File: src/rtl/dmem_arbiter.sv
// dmem_arbiter
//   Shares one data-memory port between the CPU MEM stage and the AES
//   key/data loader, and produces the pipeline stall for the CPU side.
// Ports
//   clk, rst            : clock, async active-low reset
//   cpu_rd/wr/addr/wdata: CPU MEM-stage request (store wins over load)
//   cpu_rdata, cpu_stall: CPU load data, pipeline freeze
//   aes_req/we/addr/wdata: AES request (level, held until aes_done)
//   aes_gnt, aes_done, aes_rdata: AES port ownership, completion, read data
//   mem_req/we/addr/wdata, mem_rdata, mem_ack: memory req/ack handshake
module dmem_arbiter #(
  parameter int unsigned STARVE_MAX = 4
) (
  input  logic        clk,
  input  logic        rst,
  input  logic        cpu_rd,
  input  logic        cpu_wr,
  input  logic [31:0] cpu_addr,
  input  logic [31:0] cpu_wdata,
  output logic [31:0] cpu_rdata,
  output logic        cpu_stall,
  input  logic        aes_req,
  input  logic        aes_we,
  input  logic [31:0] aes_addr,
  input  logic [31:0] aes_wdata,
  output logic        aes_gnt,
  output logic        aes_done,
  output logic [31:0] aes_rdata,
  output logic        mem_req,
  output logic        mem_we,
  output logic [31:0] mem_addr,
  output logic [31:0] mem_wdata,
  input  logic [31:0] mem_rdata,
  input  logic        mem_ack
);

  typedef enum logic [1:0] {IDLE, CPU_BUSY, AES_BUSY} state_t;

  typedef struct packed {
    logic        we;
    logic [31:0] addr;
    logic [31:0] wdata;
  } mreq_t;

  localparam logic [3:0] SMAX = 4'(STARVE_MAX);

  state_t      state, state_nx;
  logic [3:0]  starve_cnt;
  logic [31:0] rdata_q;
  logic        cpu_req, gnt_cpu, gnt_aes, ack, cpu_ack;
  mreq_t       cmd;

  assign cpu_req = cpu_rd | cpu_wr;
  // an ack with no outstanding request is meaningless and must not move the FSM
  assign ack     = mem_req & mem_ack;
  assign cpu_ack = (state == CPU_BUSY) & ack;
  assign cmd     = gnt_cpu ? mreq_t'{cpu_wr, cpu_addr, cpu_wdata}
                           : mreq_t'{aes_we, aes_addr, aes_wdata};

  always_ff @(posedge clk or negedge rst) begin
    if (!rst) state <= IDLE;
    else      state <= state_nx;
  end

  always_comb begin
    state_nx = state;
    gnt_cpu  = 1'b0;
    gnt_aes  = 1'b0;
    case (state)
      IDLE: begin
        // CPU has priority until it has been granted STARVE_MAX times in a row
        // over a waiting AES request
        if (cpu_req && (!aes_req || starve_cnt < SMAX)) begin
          gnt_cpu  = 1'b1;
          state_nx = CPU_BUSY;
        end else if (aes_req) begin
          gnt_aes  = 1'b1;
          state_nx = AES_BUSY;
        end
      end
      CPU_BUSY, AES_BUSY: if (ack) state_nx = IDLE;
      default: state_nx = IDLE;
    endcase
  end

  always_ff @(posedge clk or negedge rst) begin
    if (!rst)                     starve_cnt <= '0;
    else if (!aes_req || gnt_aes) starve_cnt <= '0;
    else if (gnt_cpu && starve_cnt < SMAX) starve_cnt <= starve_cnt + 4'd1;
  end

  // memory command is registered at the grant edge and frozen until ack
  always_ff @(posedge clk or negedge rst) begin
    if (!rst) begin
      mem_req   <= 1'b0;
      mem_we    <= 1'b0;
      mem_addr  <= '0;
      mem_wdata <= '0;
    end else if (gnt_cpu || gnt_aes) begin
      mem_req   <= 1'b1;
      mem_we    <= cmd.we;
      mem_addr  <= cmd.addr;
      mem_wdata <= cmd.wdata;
    end else if (ack) begin
      mem_req   <= 1'b0;
      mem_we    <= 1'b0;
    end
  end

  always_ff @(posedge clk or negedge rst) begin
    if (!rst)         rdata_q <= '0;
    else if (cpu_ack) rdata_q <= mem_rdata;
  end

  // load data bypasses the hold register in the ack cycle so the pipeline
  // can advance on that same edge
  assign cpu_rdata = cpu_ack ? mem_rdata : rdata_q;
  assign cpu_stall = cpu_req & ~cpu_ack;
  assign aes_gnt   = (state == AES_BUSY);
  assign aes_done  = aes_gnt & ack;
  assign aes_rdata = mem_rdata;

endmodule
File: config.mk
export PLATFORM = sky130hd
export DESIGN_NAME = dmem_arbiter
export DESIGN_NICKNAME = d
export VERILOG_FILES = /design/src/rtl/dmem_arbiter.sv
export SDC_FILE = /design/constraint.sdc
export NUM_CORES = 1
export LEC_CHECK = 0
export BUFFER_PORTS_ARGS = -buffer_cell sky130_fd_sc_hd__buf_4
export CAP_MARGIN = 20
export CORE_ASPECT_RATIO = 0.75
export CORE_MARGIN = 2
export CORE_UTILIZATION = 31
export CTS_CLUSTER_DIAMETER = 80
export DETAILED_ROUTE_END_ITERATION = 6
export SLEW_MARGIN = 20
export SYNTH_ARGS = -nofsm -noshare
export SYNTH_HDL_FRONTEND = slang
export SYNTH_SLANG_ARGS = --single-unit
File: constraint.sdc
create_clock -name clk -period 4.1 [get_ports clk]
set_input_delay 0.41 -clock clk [delete_from_list [all_inputs] [get_ports clk]]
set_output_delay 0.41 -clock clk [all_outputs]
set_load 0.005 [all_outputs]
## Yosys cells after proc, flatten, opt, wreduce, memory -nomap -nowiden

Cells that the tools add are included.

| word-level totals | value |
|---|---|
| input port bits | 167 |
| output and inout port bits | 133 |
| memory bits (writable) | 0 |
| flip-flop bits (word level) | 104 |
| memory bits (read-only) | 0 |
| latch bits | 0 |
| memories kept | 0 |

| cells by class | value |
|---|---|
| divide/modulo/power cells | 0 |
| reductions and logical operators | 11 |
| $mul | 0 |
| eq/ne operators | 4 |
| add/sub/neg operators | 1 |
| multiplexer cells | 16 |
| bitwise operators | 6 |
| magnitude comparators | 1 |
| shift operators | 0 |

Operators by type and width:

| operator | count |
|---|---|
| 65-bit 2-to-1 mux | 1 |
| 32-bit 2-to-1 mux | 1 |
| 1-bit 2-to-1 mux | 8 |
| 4-bit 2-to-1 mux | 2 |
| 2-bit 2-to-1 mux | 3 |
| 4-bit by 1-bit adder with 4-bit output (second input constant) | 1 |
| 1-bit bitwise AND | 4 |
| 4-bit by 3-bit less-than comparator with 1-bit output (second input constant) | 1 |
| 2-bit one-hot mux with 2 select lines | 1 |
| 2-bit nonzero test | 2 |
| 1-bit logical OR | 3 |
| 3-bit inequality test (second input constant) | 1 |
| 2-bit by 1-bit equality test with 1-bit output (second input constant) | 1 |
| 2-bit equality test (second input constant) | 1 |
| 1-bit logical AND | 2 |
| 2-bit zero test | 1 |
| 2-bit inequality test (second input constant) | 1 |
| 2-bit AND reduction | 1 |
| 2-bit OR reduction | 1 |
| 1-bit zero test | 1 |
| 1-bit NOT | 1 |
| 1-bit OR | 1 |

## Depth between registers and ports, before layout

| depth | value |
|---|---|
| word-level depth | 8 |
| depth in mapped cells | 7 |
| mapped depth without buffers | 5 |

## Least setup slack after synthesis

Ideal clock, no wire load.

| timing path | value |
|---|---|
| path type | register -> output |
| from | reg state[1] |
| to | out cpu_rdata[10] |
| slack | 2368 ps |
| buffers on the path | 1 |
| required time | 3690 ps |
| stages on the path, launching flop included | 6 |
| arrival | 1322 ps |
| path through | dfrtp_1 inv_1 ha_1 nand3_1 buf_2 mux2_2 |

| between the ends | value |
|---|---|
| word-level cells in the longest chain between the ends | 3 |

RTL lines:

| item | line | source |
|---|---|---|
| start, declared | 47 | `state_t state, state_nx;` |
| start signal, assigned | 62 | `else state <= state_nx;` |
| 2-bit by 1-bit equality test with 1-bit output | 56 | `assign cpu_ack = (state == CPU_BUSY) & ack;` |
| 1-bit bitwise AND | 56 |  |
| 32-bit 2-to-1 mux | 117 | `assign cpu_rdata = cpu_ack ? mem_rdata : rdata_q;` |
| end, declared | 20 | `output logic [31:0] cpu_rdata,` |

Every way passes these cells.

## Final worst setup path

| timing path | value |
|---|---|
| from | reg state[0] |
| to | reg mem_wdata[11] |

| between the ends | value |
|---|---|
| word-level cells in the longest chain between the ends | 3 |
| elaborated cells between the ends (all ways) | 5 |

RTL lines:

| item | line | source |
|---|---|---|
| 2-bit zero test (*) | 69 | `case (state)` |
| 1-bit 2-to-1 mux | 69 |  |
| 65-bit 2-to-1 mux or 1-bit logical OR (tied branches) | 57, 99 |  |
| end signal, assigned | 103 | `mem_wdata <= cmd.wdata;` |
| end, declared | 32 | `output logic [31:0] mem_wdata,` |

Mark *: on every way between the ends. The rest lies on a longest branch, timed or not.
A chain may end at the register's enable or synchronous reset.

==> results_dict.tcl <==
set metrics [dict create \
    maxSlewViolCount 0 \
    antennaDiodeCount 0 \
    ant_nets 0 \
    worst_pin_slew_ns 0.958 \
    hpwlAfterDp_mm 12.5 \
    ctsHtreeMaxLevel 3 \
    drt-initial-drc-count 371 \
    gp_congestion 0.849 \
    fmax_ghz 0.365 \
    min-delay-path-class "input port to async pin" \
    wl_per_cell_um 17.9 \
    nFillCells 1560 \
    grt.overflow.total 0 \
    hold_viol 0 \
    synth_cells 519 \
    r2r_cells 7 \
    drc 0 \
    yosysUniqueCellTypes 33 \
    synth-seq-cells 104 \
    ys_top_cells_by_area "dfrtp_1 50%, nand4_1 8.0%, a31oi_1 7.7%" \
    setup_viol_count_final 0 \
    relSlewSlack_pct 36.1 \
    tritoncts "built" \
    seq_area_mm2 0.00260 \
    drt_pass1_iterations 5 \
    ys_seq_area_share_pct 50.3 \
    finalNetCount 922 \
    ctsResizeCount 0 \
    timing.hold.ws_ns 0.112 \
    wirelength_mm 17.3 \
    utilization_pct 46.4 \
    numPortBuffers 299 \
    area_growth_pct 45.0 \
    setup-tns-final_ns 0 \
    synth_top_area_cell "dfrtp_1" \
    final_cell_mix "306 x buf_4, 104 x dfrtp_1, 66 x nand4_1, 66 x nor2_1, 64 x a31oi_1" \
    ios 300 \
    worstSetupPathType "register to register" \
    rows 40 \
    clk_path_buf_depth 2 \
    clockRootBuffer "clkbuf_16" \
    start_kind "register" \
    post_cts_buffers 0 \
    fin_skew_ns 0.00674 \
    vias_per_cell 5.15 \
    crit_required_ns 4.31 \
    first_global_vias 4959 \
    numCtsBuffers 9 \
    r2r_start "state[0]$_DFFE_PN0P_" \
    period_minus_slack_ns 2.74 \
    timing.rr.end "mem_wdata[11]$_DFFE_PN0P_" \
    cp_max_fo 66 \
    die_y_um 116 \
    period_share_pct 66.7 \
    netlist_area_mm2 0.00517 \
    status "complete, no violations" \
    power_leakage_nw 3.44 \
    die-area_mm2 0.0177 \
    antenna_found_initial 0 \
    synth_top_area_share_pct 50.3 \
    grt_pass1_wl_mm 26.4 \
    instances_no_fill 966 \
    synth_area_per_cell_um2 9.96 \
    vias 4971 \
    ir_drop_mv 0.271 \
    die_w_um 153 \
    core_mm2 0.0162 \
    dp_cells 950 \
    multi_input_area_mm2 0.00202 \
    pwr_density_cell_mw_per_mm2 710 \
    rsz0062_at_grt "no" \
    drive_above_1_share_pct 47.9 \
    drv_cap 0 \
    crit_path_end_kind "register" \
    clk_latency_ns 0.35 \
    hold_buffers 0 \
    initial_utilization_pct 32.0 \
    cts.sinks 104 \
    final_common_cell "buf_4" \
    ys_warn_count 0 \
    syn-num-nets 690 \
    gr-usage-all-layers_pct 18.7 \
    ff2ff_setup_slack_ns 1.36 \
    clk_pin_slew_ns 0.07 \
    grt_max_degree 87 \
    arrival_ns 2.95 \
]
==> per-layer routing <==
metal	global-route usage, %	part of all wire (%)
met1	24.4	42
met2	31.0	48
met3	5.05	8.9
met4	5.12	1.1
met5	0	0
==> logic make-up after synthesis <==
family                   after synthesis  share of synthesized area [%]
AND/OR/NAND/NOR                      147                           14.3
flip-flops                           104                           50.3
multiplexers                          33                           7.19
AO/OA/AOI/OAI                        141                           16.0
adder cells (fa/ha/maj)                4                          0.968
buffers and inverters                 90                           11.2
==> cell usage after synthesis <==
library cell,number
dfrtp_1,104
nand4_1,66
nor2_1,66
a31oi_1,64
o21ai_0,47
buf_4,36
buf_2,34
mux2_2,33
o21ai_1,19
clkbuf_1,9
buf_6,7
ha_1,4
inv_1,3
nand2_1,3
nand3_1,3
nand2b_1,2
nor2b_1,2
nor3_1,2
a21boi_0,1
a21boi_1,1
a21o_1,1
a221oi_2,1
a22o_1,1
and2_1,1
and3_1,1
buf_8,1
o21a_1,1
o21a_2,1
o21ai_2,1
o311ai_1,1
o31a_1,1
o31ai_1,1
or2_1,1
==> flip-flops by register name, indices dropped and copies added (netlist names) <==
name / cells
mem_wdata: 32
mem_req: 1
state: 2
mem_addr: 32
rdata_q: 32
mem_we: 1
starve_cnt: 4
==> worst max-delay path by stage <==
stage                          from                         to  slack, ns  depth (start not counted)
2_1_floorplan  state[1]$_DFFE_PN0P_              cpu_rdata[10]       2.37                          5
3_3_place_gp   state[0]$_DFFE_PN0P_  mem_wdata[20]$_DFFE_PN0P_       1.49                          6
3_5_place_dp   state[0]$_DFFE_PN0P_  mem_wdata[11]$_DFFE_PN0P_       1.40                          6
4_1_cts        state[0]$_DFFE_PN0P_  mem_wdata[23]$_DFFE_PN0P_       1.40                          6
5_1_grt        state[1]$_DFFE_PN0P_  mem_wdata[23]$_DFFE_PN0P_       1.17                          6
6_report       state[0]$_DFFE_PN0P_  mem_wdata[11]$_DFFE_PN0P_       1.36                          7
==> stage by stage <==
stage	setup slack [ns]	instance area (µm²)	total power [mW]
after floorplan	2.37	5170	3.24
after global placement	1.49	7210	4.47
after detailed placement	1.40	7220	4.55
after CTS	1.40	7500	5.38
after global routing	1.17	7500	5.73
final	1.36	7500	5.33
==> final cells by class <==
| type | count | share of cell area (%) |
|---|---|---|
| Sequential cell | 104 | 34.7 |
| Inverter | 3 | 0.150 |
| Clock buffer | 12 | 3.29 |
| Clock inverter | 4 | 0.400 |
| Timing Repair Buffer | 308 | 31.0 |
| Tap cell | 210 | 3.50 |
| Multi-Input combinational cell | 325 | 26.9 |
==> worst max-delay path, stage by stage, from the launching register on <==
cell and delay, ns:
dfrtp_1 0.41, inv_1 0.09, ha_2 0.66, buf_4 0.52
o21ai_4 0.09, buf_4 0.33, o21ai_0 0.29, a31oi_1 0.13
==> power breakdown <==
part / switching (mW) / total, mW / leakage (nW) / internal, mW
sequential: 0.270 / 1.82 / 1.21 / 1.55
clock: 0.380 / 0.809 / 0.121 / 0.429
combinational: 1.34 / 2.69 / 2.11 / 1.36
total: 1.99 / 5.33 / 3.44 / 3.34
(Power assumes the default switching activity.)
